==> src/rtl/seq_core.sv <==
// seq_core: 6502 instruction sequencer. It loads the reset vector, then runs fetch/decode/operand/execute
// over a byte-wide read port with wait states. It implements NOP, LDA #imm, JMP abs and JMP (ind).
module seq_core #(
    parameter logic [15:0] RESET_VEC    = 16'hFFFC,
    parameter bit          JMP_IND_BUG  = 1'b1,
    parameter bit          ILLEGAL_HALT = 1'b0
) (
    input  logic        clk,
    input  logic        resetn,
    input  logic [7:0]  mem_rd_data,
    input  logic        mem_ready,
    output logic [15:0] mem_addr,
    output logic        mem_rd_en,
    output logic        sync,
    output logic [15:0] pc,
    output logic [7:0]  ir,
    output logic [7:0]  a_reg,
    output logic        flag_z,
    output logic        flag_n,
    output logic        illegal,
    output logic        halted
);

    typedef enum logic [3:0] {
        S_RESET   = 4'd0,
        S_VEC_LO  = 4'd1,
        S_VEC_HI  = 4'd2,
        S_FETCH   = 4'd3,
        S_OPER_LO = 4'd4,
        S_OPER_HI = 4'd5,
        S_IND_LO  = 4'd6,
        S_IND_HI  = 4'd7,
        S_EXECUTE = 4'd8,
        S_HALT    = 4'd9
    } state_t;

    localparam logic [7:0] OP_NOP  = 8'hEA;
    localparam logic [7:0] OP_LDA  = 8'hA9;
    localparam logic [7:0] OP_JMP  = 8'h4C;
    localparam logic [7:0] OP_JMPI = 8'h6C;

    state_t      r_state;
    logic [15:0] r_pc;
    logic [7:0]  r_ir;
    logic [7:0]  r_a;
    logic        r_z;
    logic        r_n;
    logic        r_illegal;
    logic [7:0]  r_op_lo;
    logic [7:0]  r_op_hi;
    logic [7:0]  r_tgt_lo;
    logic [7:0]  r_tgt_hi;

    logic [15:0] w_addr;
    logic        w_rd_en;
    logic [7:0]  w_op_lo_inc;
    logic [15:0] w_ptr;
    logic [15:0] w_ptr_inc;

    assign w_op_lo_inc = r_op_lo + 8'd1;
    assign w_ptr       = {r_op_hi, r_op_lo};
    // NMOS quirk: the high pointer byte comes from the same page as the low byte
    assign w_ptr_inc   = JMP_IND_BUG ? {r_op_hi, w_op_lo_inc} : (w_ptr + 16'd1);

    // Read address and request decoded from the current state
    always_comb begin
        w_rd_en = 1'b0;
        w_addr  = r_pc;
        case (r_state)
            S_VEC_LO:  begin w_rd_en = 1'b1; w_addr = RESET_VEC;          end
            S_VEC_HI:  begin w_rd_en = 1'b1; w_addr = RESET_VEC + 16'd1;  end
            S_FETCH:   begin w_rd_en = 1'b1; w_addr = r_pc;               end
            S_OPER_LO: begin w_rd_en = 1'b1; w_addr = r_pc;               end
            S_OPER_HI: begin w_rd_en = 1'b1; w_addr = r_pc;               end
            S_IND_LO:  begin w_rd_en = 1'b1; w_addr = w_ptr;              end
            S_IND_HI:  begin w_rd_en = 1'b1; w_addr = w_ptr_inc;          end
            default:   begin w_rd_en = 1'b0; w_addr = r_pc;               end
        endcase
    end

    // Sequencer state and architectural registers
    always_ff @(posedge clk) begin
        if (!resetn) begin
            r_state   <= S_RESET;
            r_pc      <= 16'h0000;
            r_ir      <= OP_NOP;
            r_a       <= 8'h00;
            r_z       <= 1'b0;
            r_n       <= 1'b0;
            r_illegal <= 1'b0;
            r_op_lo   <= 8'h00;
            r_op_hi   <= 8'h00;
            r_tgt_lo  <= 8'h00;
            r_tgt_hi  <= 8'h00;
        end else begin
            r_illegal <= 1'b0;
            case (r_state)
                S_RESET: r_state <= S_VEC_LO;
                S_VEC_LO: if (mem_ready) begin
                    r_tgt_lo <= mem_rd_data;
                    r_state  <= S_VEC_HI;
                end
                S_VEC_HI: if (mem_ready) begin
                    r_pc    <= {mem_rd_data, r_tgt_lo};
                    r_state <= S_FETCH;
                end
                S_FETCH: if (mem_ready) begin
                    r_ir <= mem_rd_data;
                    r_pc <= r_pc + 16'd1;
                    case (mem_rd_data)
                        OP_NOP:  r_state <= S_EXECUTE;
                        OP_LDA:  r_state <= S_OPER_LO;
                        OP_JMP:  r_state <= S_OPER_LO;
                        OP_JMPI: r_state <= S_OPER_LO;
                        default: begin
                            r_illegal <= 1'b1;
                            r_state   <= ILLEGAL_HALT ? S_HALT : S_EXECUTE;
                        end
                    endcase
                end
                S_OPER_LO: if (mem_ready) begin
                    r_op_lo <= mem_rd_data;
                    r_pc    <= r_pc + 16'd1;
                    r_state <= (r_ir == OP_LDA) ? S_EXECUTE : S_OPER_HI;
                end
                S_OPER_HI: if (mem_ready) begin
                    r_op_hi <= mem_rd_data;
                    r_pc    <= r_pc + 16'd1;
                    r_state <= (r_ir == OP_JMP) ? S_EXECUTE : S_IND_LO;
                end
                S_IND_LO: if (mem_ready) begin
                    r_tgt_lo <= mem_rd_data;
                    r_state  <= S_IND_HI;
                end
                S_IND_HI: if (mem_ready) begin
                    r_tgt_hi <= mem_rd_data;
                    r_state  <= S_EXECUTE;
                end
                S_EXECUTE: begin
                    case (r_ir)
                        OP_LDA: begin
                            r_a <= r_op_lo;
                            r_z <= (r_op_lo == 8'h00);
                            r_n <= r_op_lo[7];
                        end
                        OP_JMP:  r_pc <= {r_op_hi, r_op_lo};
                        OP_JMPI: r_pc <= {r_tgt_hi, r_tgt_lo};
                        default: r_pc <= r_pc;
                    endcase
                    r_state <= S_FETCH;
                end
                S_HALT:  r_state <= S_HALT;
                default: r_state <= S_RESET;
            endcase
        end
    end

    assign mem_addr  = w_addr;
    assign mem_rd_en = w_rd_en;
    assign sync      = (r_state == S_FETCH);
    assign halted    = (r_state == S_HALT);
    assign pc        = r_pc;
    assign ir        = r_ir;
    assign a_reg     = r_a;
    assign flag_z    = r_z;
    assign flag_n    = r_n;
    assign illegal   = r_illegal;

endmodule

==> config.mk <==
export PLATFORM = sky130hd
export DESIGN_NAME = seq_core
export DESIGN_NICKNAME = d
export VERILOG_FILES = /design/src/rtl/seq_core.sv
export SDC_FILE = /design/constraint.sdc
export NUM_CORES = 1
export LEC_CHECK = 0
export ABC_CLOCK_PERIOD_IN_PS = 4420
export CAP_MARGIN = 5
export CORE_ASPECT_RATIO = 1.1
export CORE_MARGIN = 2
export CORE_UTILIZATION = 46
export DETAILED_ROUTE_END_ITERATION = 10
export GPL_TIMING_DRIVEN = 0
export PLACE_DENSITY = 0.7
export SYNTH_ARGS = -nofsm -noshare
export SYNTH_HDL_FRONTEND = slang
export SYNTH_SLANG_ARGS = --single-unit
==> constraint.sdc <==
create_clock -name clk -period 4.42 [get_ports clk]
set_input_delay 0.663 -clock clk [delete_from_list [all_inputs] [get_ports clk]]
set_output_delay 0.663 -clock clk [all_outputs]
set_load 0.02 [all_outputs]
== Word level (Yosys, flattened, before mapping) ==
Cells that the tools add are included.

* Bits in read-only memories: 0
* Memories: 0
* Logic and storage cells: 73
* Input bits: 11
* Register bits after elaboration: 71
* Bits in latches: 0
* Memory bits (writable): 0

* Divide/modulo/power cells: 0
* Reductions and logical operators: 17
* Bitwise operators: 0
* Order comparisons: 0
* Equality and inequality tests: 25
* Shift-type cells: 0
* Add/sub/neg operators: 2
* Multipliers: 0
* Multiplexer cells: 18

{| class="wikitable"
|+ Operators with widths
! kind !! count
|-
| 16-bit one-hot mux with 4 select lines || 1
|-
| 16-bit one-hot mux with 3 select lines || 1
|-
| 4-bit two-way mux || 10
|-
| 4-bit one-hot mux with 10 select lines || 1
|-
| 8-bit by 7-bit == test with 1-bit output (second input constant) || 4
|-
| 16-bit two-way mux || 2
|-
| 16-bit one-hot mux with 2 select lines || 1
|-
| 8-bit == test (second input constant) || 3
|-
| 16-bit by 1-bit adder with 16-bit output (second input constant) || 1
|-
| 4-bit by 3-bit == test with 1-bit output (second input constant) || 4
|-
| 2-bit inequality test (second input constant) || 7
|-
| 2-bit AND reduction || 6
|-
| 8-bit by 1-bit adder with 8-bit output (second input constant) || 1
|-
| 4-bit by 2-bit == test with 1-bit output (second input constant) || 2
|-
| 4-bit == test (second input constant) || 2
|-
| 8-bit logical NOT || 1
|-
| 7-bit AND reduction || 1
|-
| 7-bit OR reduction || 1
|-
| 3-bit OR reduction || 2
|-
| 4-bit by 1-bit == test with 1-bit output (second input constant) || 1
|-
| 4-bit logical NOT || 1
|-
| 4-bit AND reduction || 1
|-
| 4-bit OR reduction || 1
|-
| 3-bit by 2-bit inequality test with 1-bit output (second input constant) || 1
|-
| 5 further kinds || 6
|}

== Longest topological paths before layout ==
Gate-level depths: netlist of run 1.

* Word-level depth: 5
* Gate-level depth with buffers: 8

== Worst setup path after synthesis of run 1 ==
No wires, ideal clock.

* Path kind: reg-to-output
* Start: register r_state[0]
* End: output port halted
* Stages on the path, launching flop included: 4
* Arrival: 1,717 ps
* Data required time: 3,757 ps
* Setup slack: 2,040 ps
* Cells stage by stage: dfxtp_1 clkbuf_1 buf_1 nor4bb_1

* Longest elaborated chain between the ends: 1

{| class="wikitable"
|+ RTL lines
! element !! line !! RTL
|-
| start, declared || 42 || <nowiki>state_t r_state;</nowiki>
|-
| start signal, assigned || 117 || <nowiki>r_state <= ILLEGAL_HALT ? S_HALT : S_EXECUTE;</nowiki>
|-
| start signal, assigned || 124 || <nowiki>r_state <= (r_ir == OP_LDA) ? S_EXECUTE : S_OPER_HI;</nowiki>
|-
| start signal, assigned || 129 || <nowiki>r_state <= (r_ir == OP_JMP) ? S_EXECUTE : S_IND_LO;</nowiki>
|-
| 4-bit == test || 161 || <nowiki>assign halted = (r_state == S_HALT);</nowiki>
|-
| end, declared || 21 || <nowiki>output logic halted</nowiki>
|}

No other way between the ends.

== Final worst setup path of run 1 ==
* Start: register r_state[2]
* End: output port mem_addr[12]

* Longest elaborated chain between the ends: 2

{| class="wikitable"
|+ RTL lines
! element !! line !! RTL
|-
| 4-bit by 3-bit == test with 1-bit output, or another cell as far along || 69 || <nowiki>case (r_state)</nowiki>
|-
| 16-bit one-hot mux with 4 select lines (*) || 69 ||
|-
| end, declared || 12 || <nowiki>output logic [15:0] mem_addr,</nowiki>
|}

Mark *: on every way between the ends. The rest lies on a longest branch, timed or not.

==> results of run 1 <==
## kinds of logic after synthesis
logic type / synth area share, %
compound gates: 19.63
simple gates: 24.58
buf+inv: 5.736
flops: 35.30
mux: 10.49
fa+ha+maj: 0.9456
xor+xnor: 3.309
## critical path, stage by stage, from the launching register on
cell and delay, ps:
dfxtp_1 340, buf_2 180, nand2b_1 190, or2_2 330, a21oi_1 520, buf_2 350, o22a_1 180, clkdlybuf4s50_1 610
## final cells by class
class	count	area, µm²	share of cell area, %
multi-input combinational	370	2341	47.57
sequential	70	1401	28.48
timing repair buffer	58	580.6	11.80
buffer	41	197.7	4.017
tap	111	138.9	2.822
clock buffer	10	137.6	2.797
clock inverter	6	93.84	1.907
inverter	8	30.03	0.6102
## synthesized netlist by cell type, types with 4 or more instances
master / n
a21oi_1: 23
a22oi_1: 4
a31oi_1: 5
a41oi_1: 4
buf_2: 5
buf_6: 4
clkbuf_1: 28
dfxtp_1: 70
inv_1: 8
mux2_2: 5
mux2i_1: 36
nand2_1: 55
nand3_1: 29
nand4_1: 10
nor2_1: 56
nor2b_1: 5
nor3_1: 10
nor4_1: 6
o21ai_0: 32
o22a_1: 14
o22ai_1: 4
xnor2_1: 13
## routing by layer
layer	share of wire, %	vias to the layer above	wire length, µm	global-route usage, %
li1	-	1905	-	-
met1	44	1924	5761	39.94
met2	45	183	5821	42.95
met3	7.4	28	959	5.208
met4	3.5	0	452	13.09
met5	0	-	0	0
## worst max path at each step
stage	start	end	depth (start not counted)
after global routing	r_state[0]	mem_addr[5]	7
after detailed placement	r_state[2]	mem_addr[12]	7
final	r_state[2]	mem_addr[12]	7
after floorplan	r_state[0]	halted	3
after global placement	r_state[0]	mem_addr[5]	7
after CTS	r_state[2]	mem_addr[12]	7
## placed cells by master, fill, tap and decap left out, types with 5 or more instances in the layout
cell type / n
dfxtp_1: 70
clkdlybuf4s50_1: 58
nor2_1: 56
nand2_1: 55
mux2i_1: 36
o21ai_0: 32
nand3_1: 29
clkbuf_1: 28
a21oi_1: 23
o22a_1: 14
xnor2_1: 13
nor3_1: 10
nand4_1: 10
clkbuf_8: 10
inv_1: 8
nor4_1: 6
buf_2: 5
nor2b_1: 5
a31oi_1: 5
mux2_2: 5
## report_power, final
part / leakage [µW] / internal [µW] / switching [µW] / total [µW]
clock network: 0.000113 / 337 / 273 / 610
logic: 0.00107 / 163 / 218 / 382
registers: 0.000567 / 650 / 28.5 / 679
## per-stage QoR
stage / utilization, % / setup WS [ps] / total power [µW]
floorplan: - / 2040 / 914.4
global placement: 56.07 / 1167 / 1067
detailed placement: 56.07 / 1144 / 1069
CTS: 58.83 / 737.1 / 1670
global route: 58.83 / 587.5 / 1735
finish: 58.83 / 693.9 / 1670
==> metrics.txt, run 1 <==
outcome=finished, final reports clean; num ports=65; count of different cell masters after synthesis=61; CTS Hold Bufs=0; maximum fanout along the worst path=10; Seq cells post-synth=70; Final Max Slew Viols=0; hold endpoint=flag_z; Worst Path Required=3760 ps; DRT iter0 DRCs=318; Placed Cells=658; GRT Util Overall=roughly 29%; worst r2r src=ir[4]; syn nets=503; core area=8364 µm²; fin cells=674; Post-Route WL=approximately 13 mm; initial core utilization=47.46%; worst slew pin tran=1090 ps; PostCTS Resize Cnt=0; initial antenna violation count=0; cell taking the most area after synthesis=dfxtp_1; nets=572; Synth-to-Final Area Change=23.95%; min-delay src=flag_z; Skew-Pair Late Insertion Delay=360 ps; worst hold path depth=2; Worst Skew=approximately 14 ps; antenna cells=0; Pleak=around 0.0018 µW; Die ar.=9390 µm²; vias per inst=5.994; CTS tree=built; num rows=35; Fmax=268.4 MHz; Rel. slew slack=between 20% and 30%; Crit Path Class=reg2out; worst reg2reg path endpoint=a_reg[2]; max reg flops=16; total gr overflow=0; Final period util=84.30%; Port Buf Inserts=58; first-pass GRT wire length=20.58 mm; Placer Congestion=0.9200; CTS clk-pin slew, worst paths=90 ps; vias in the first global route=between 3000 and 4000; IR drop worst, VDD=0.2327 mV; H-tree depth=3; drt drc=0; pwr/cell area=between 300 and 400 nW/µm²; WP data arrival=3060 ps; share of synthesized registers carrying an async set or reset=0%; post-synthesis cell count=489; Max-Cap Viols=0; Die Wd=92.58 µm; post-CTS setup buffers=0; Final setup viols=0; Synth Cell Area=3970 µm²; routed len/inst=19.28 µm; critical path startpoint category=register; Final HPWL DP=9.362 mm; Cell Area, Placed=about 4700 µm²; clock root cell=clkbuf_8; DR pass1 iterations=5; clock tree buffer depth=2; Die Ht=approximately 100 µm; crit end category=output port; Mean Syn Cell Area=~8.1 µm²; TritonCTS sink count=70; Syn. warnings=0; Yosys top cell area share=35.30%; Seq/Total Area, Yosys=35.30%; CTS Buf Count=9; layout cells sized above 1=just under 9%; number of hold violations in the final report=0; setup TNS=0 ps; Design Area, Final=4921 µm²; Reg2Reg Setup Slack=1890 ps; DRT antenna net count=0; Worst Hold Class=reg2reg; Post-synth EDFFs=0; ranking of synthesized cells by area=dfxtp_1, mux2i_1, nor2_1; Top FF cell, synth=dfxtp_1; Worst Reg-to-Reg Cells=5; hold_ws=469.3 ps; total number of vias=4040; fillers=about 780; pin count of the biggest net entering global routing=14; RSZ-0062 raised after global routing=no; clock period minus worst slack=3726 ps
(Power assumes the default switching activity.)
==> run 2: changes to the inputs <==
--- a/config.mk
+++ b/config.mk
@@ -5,14 +5,14 @@
 export SDC_FILE = /design/constraint.sdc
 export NUM_CORES = 1
 export LEC_CHECK = 0
-export ABC_CLOCK_PERIOD_IN_PS = 4420
+export ABC_CLOCK_PERIOD_IN_PS = 3300
 export CAP_MARGIN = 5
 export CORE_ASPECT_RATIO = 1.1
 export CORE_MARGIN = 2
 export CORE_UTILIZATION = 46
 export DETAILED_ROUTE_END_ITERATION = 10
 export GPL_TIMING_DRIVEN = 0
-export PLACE_DENSITY = 0.7
+export PLACE_DENSITY = 0.73
 export SYNTH_ARGS = -nofsm -noshare
 export SYNTH_HDL_FRONTEND = slang
 export SYNTH_SLANG_ARGS = --single-unit
==> constraint.sdc (replaced) <==
create_clock -name clk -period 3.3 [get_ports clk]
set_input_delay 0.495 -clock clk [delete_from_list [all_inputs] [get_ports clk]]
set_output_delay 0.495 -clock clk [all_outputs]
set_load 0.02 [all_outputs]
==> run 2 against run 1 <==
Via count up 2.0%. Sequential cell count stayed put. Hold slack worse by 7.9 ps. Sequential power increased by 34%. Critical path depth unchanged. Global-route usage decreased by 0.63 points. Total power increased by 35%. First-iteration DRC count grew 22%. Clock power is 33% higher. Utilization is 0.21 points higher. Highest routed layer unchanged.
==> metrics.txt, run 2 (synthesis gave the netlist of run 1 again) <==
max reg flops=16 (unchanged); Final HPWL DP=9.401 mm (was 9.362 mm); nets=572 (unchanged); clock period minus worst slack=roughly 3200 ps; Post-Route WL=13.02 mm (was 13.00 mm); total number of vias=4122 (was 4040); antenna cells=0 (unchanged); pwr/cell area=454.8 nW/µm² (was 339.4 nW/µm²); worst slew pin tran=1039 ps (was 1090 ps); DRT iter0 DRCs=389 (was 318); total gr overflow=0 (unchanged); Max-Cap Viols=0 (unchanged); Synth-to-Final Area Change=24.39% (was 23.95%); Worst Skew=9.919 ps (was 14.09 ps); CTS tree=built (unchanged); Final setup viols=0 (unchanged); critical path startpoint category=register (unchanged); Design Area, Final=4938 µm² (was 4921 µm²); fillers=758 (was 783); initial core utilization=47.46% (unchanged); Die ar.=9390 µm² (unchanged); vias in the first global route=3749 (was 3780); Port Buf Inserts=58 (unchanged); Fmax=~310 MHz; GRT Util Overall=27.93% (was 28.56%); pin count of the biggest net entering global routing=15 (was 14); core area=8364 µm² (unchanged); most frequent cells in the layout=dfxtp_1, clkdlybuf4s50_1, nor2_1 (unchanged); outcome=finished, final reports clean (unchanged); Final Max Slew Viols=0 (unchanged); num rows=35 (unchanged); maximum fanout along the worst path=10 (unchanged); clock root cell=clkbuf_8 (unchanged); TritonCTS sink count=70 (unchanged); RSZ-0062 raised after global routing=no (unchanged); vias per inst=6.116 (was 5.994); Reg2Reg Setup Slack=880 ps (was 1890 ps); most common cell after layout, fill and taps aside=dfxtp_1 (unchanged); Skew-Pair Late Insertion Delay=350 ps (was 360 ps); CTS Buf Count=9 (unchanged); Pleak=0.001774 µW (was 0.001753 µW); WP data arrival=2720 ps (was 3060 ps); routed len/inst=19.32 µm (was 19.28 µm); DR pass1 iterations=7 (was 5); IR drop worst, VDD=0.3481 mV (was 0.2327 mV); Worst Hold Class=reg2reg (unchanged); crit end category=output port (unchanged); first-pass GRT wire length=20.36 mm (was 20.58 mm); clock tree buffer depth=2 (unchanged); CTS Hold Bufs=0 (unchanged); Final period util=a little over nine tenths; H-tree depth=3 (unchanged); post-CTS setup buffers=0 (unchanged); drt drc=0 (unchanged); Placer Congestion=0.9505 (was 0.9200); CTS clk-pin slew, worst paths=90 ps (about the same); Die Ht=101.4 µm (unchanged); Die Wd=92.58 µm (unchanged); number of hold violations in the final report=0 (unchanged); initial antenna violation count=0 (unchanged); Worst Path Required=2800 ps (was 3760 ps); DRT antenna net count=0 (unchanged); layout cells sized above 1=9.591% (was 8.703%); num ports=65 (unchanged); Cell Area, Placed=4690 µm² (unchanged); setup TNS=0 ps (unchanged); Crit Path Class=reg2out (unchanged); Rel. slew slack=30.13% (was 26.66%)
## run 2: cell count changes in the layout (fill, tap and decap cells not counted), sizes merged
cell / previous run / this run
dlymetal6s2s: 0 / 1
inv: 9 / 11
clkinvlp: 1 / 2
clkdlybuf4s50: 58 / 57
clkbuf: 38 / 39
buf: 13 / 11
clkinv: 2 / 0
## run 2: worst max-delay path: stages (launching register included)
cell and delay, ps:
dfxtp_1 320, buf_2 170, nand2b_1 180, or2_2 350
a21oi_4 270, clkbuf_4 270, o22a_1 180, clkdlybuf4s50_1 610
## run 2: metrics by stage
step           utilization (%)  hold slack, ps  total power, µW  worst slack [ps]  std cells
2_1_floorplan                -           429.5             1225              1088        489
3_3_place_gp             56.07           456.3             1432             191.3        658
3_5_place_dp             56.07           449.5             1436             169.9        658
4_1_cts                  58.94           461.6             2241             21.13        674
5_1_grt                  59.04           496.7             2321             5.060        674
6_report                 59.04           461.4             2246             81.68        674
## run 2: per-layer routing
layer / track usage [%] / wire length, µm / vias to the layer above
li1: - / - / 1905
met1: 39.68 / 5655 / 1946
met3: 4.836 / 1167 / 23
met2: 42.95 / 5933 / 248
met4: 9.644 / 265 / 0
met5: 0 / 0 / -
## run 2: final cells by class
class | count | area [µm²] | share of cell area [%]
plain buffers | 41 | 205.2 | 4.155
clock buffers | 9 | 123.9 | 2.508
clock inverters | 7 | 103.9 | 2.103
inverters | 8 | 30.03 | 0.6081
multi-input cells | 370 | 2352 | 47.63
flip-flops and latches | 70 | 1401 | 28.38
well taps | 111 | 138.9 | 2.812
repair buffers | 58 | 583.1 | 11.81
## run 2: timing repair
item                                    in CTS  in global routing
endpoints found under the setup margin      11                  9
pin swaps                                    0                  0
resized for setup                            3                  7
## run 2: power breakdown
part / total (µW) / internal [µW] / switching (µW)
combinational: 522 / 223 / 299
clock: 814 / 436 / 378
sequential: 910 / 871 / 39.5
## run 2: path summary, 6_finish.rpt
path | cells past startpoint | end | from
max | 7 | mem_addr[12] | r_state[2]
min | 2 | flag_z | flag_z
max reg2reg | 5 | a_reg[3] | ir[4]
min reg2reg | 2 | flag_z | flag_z
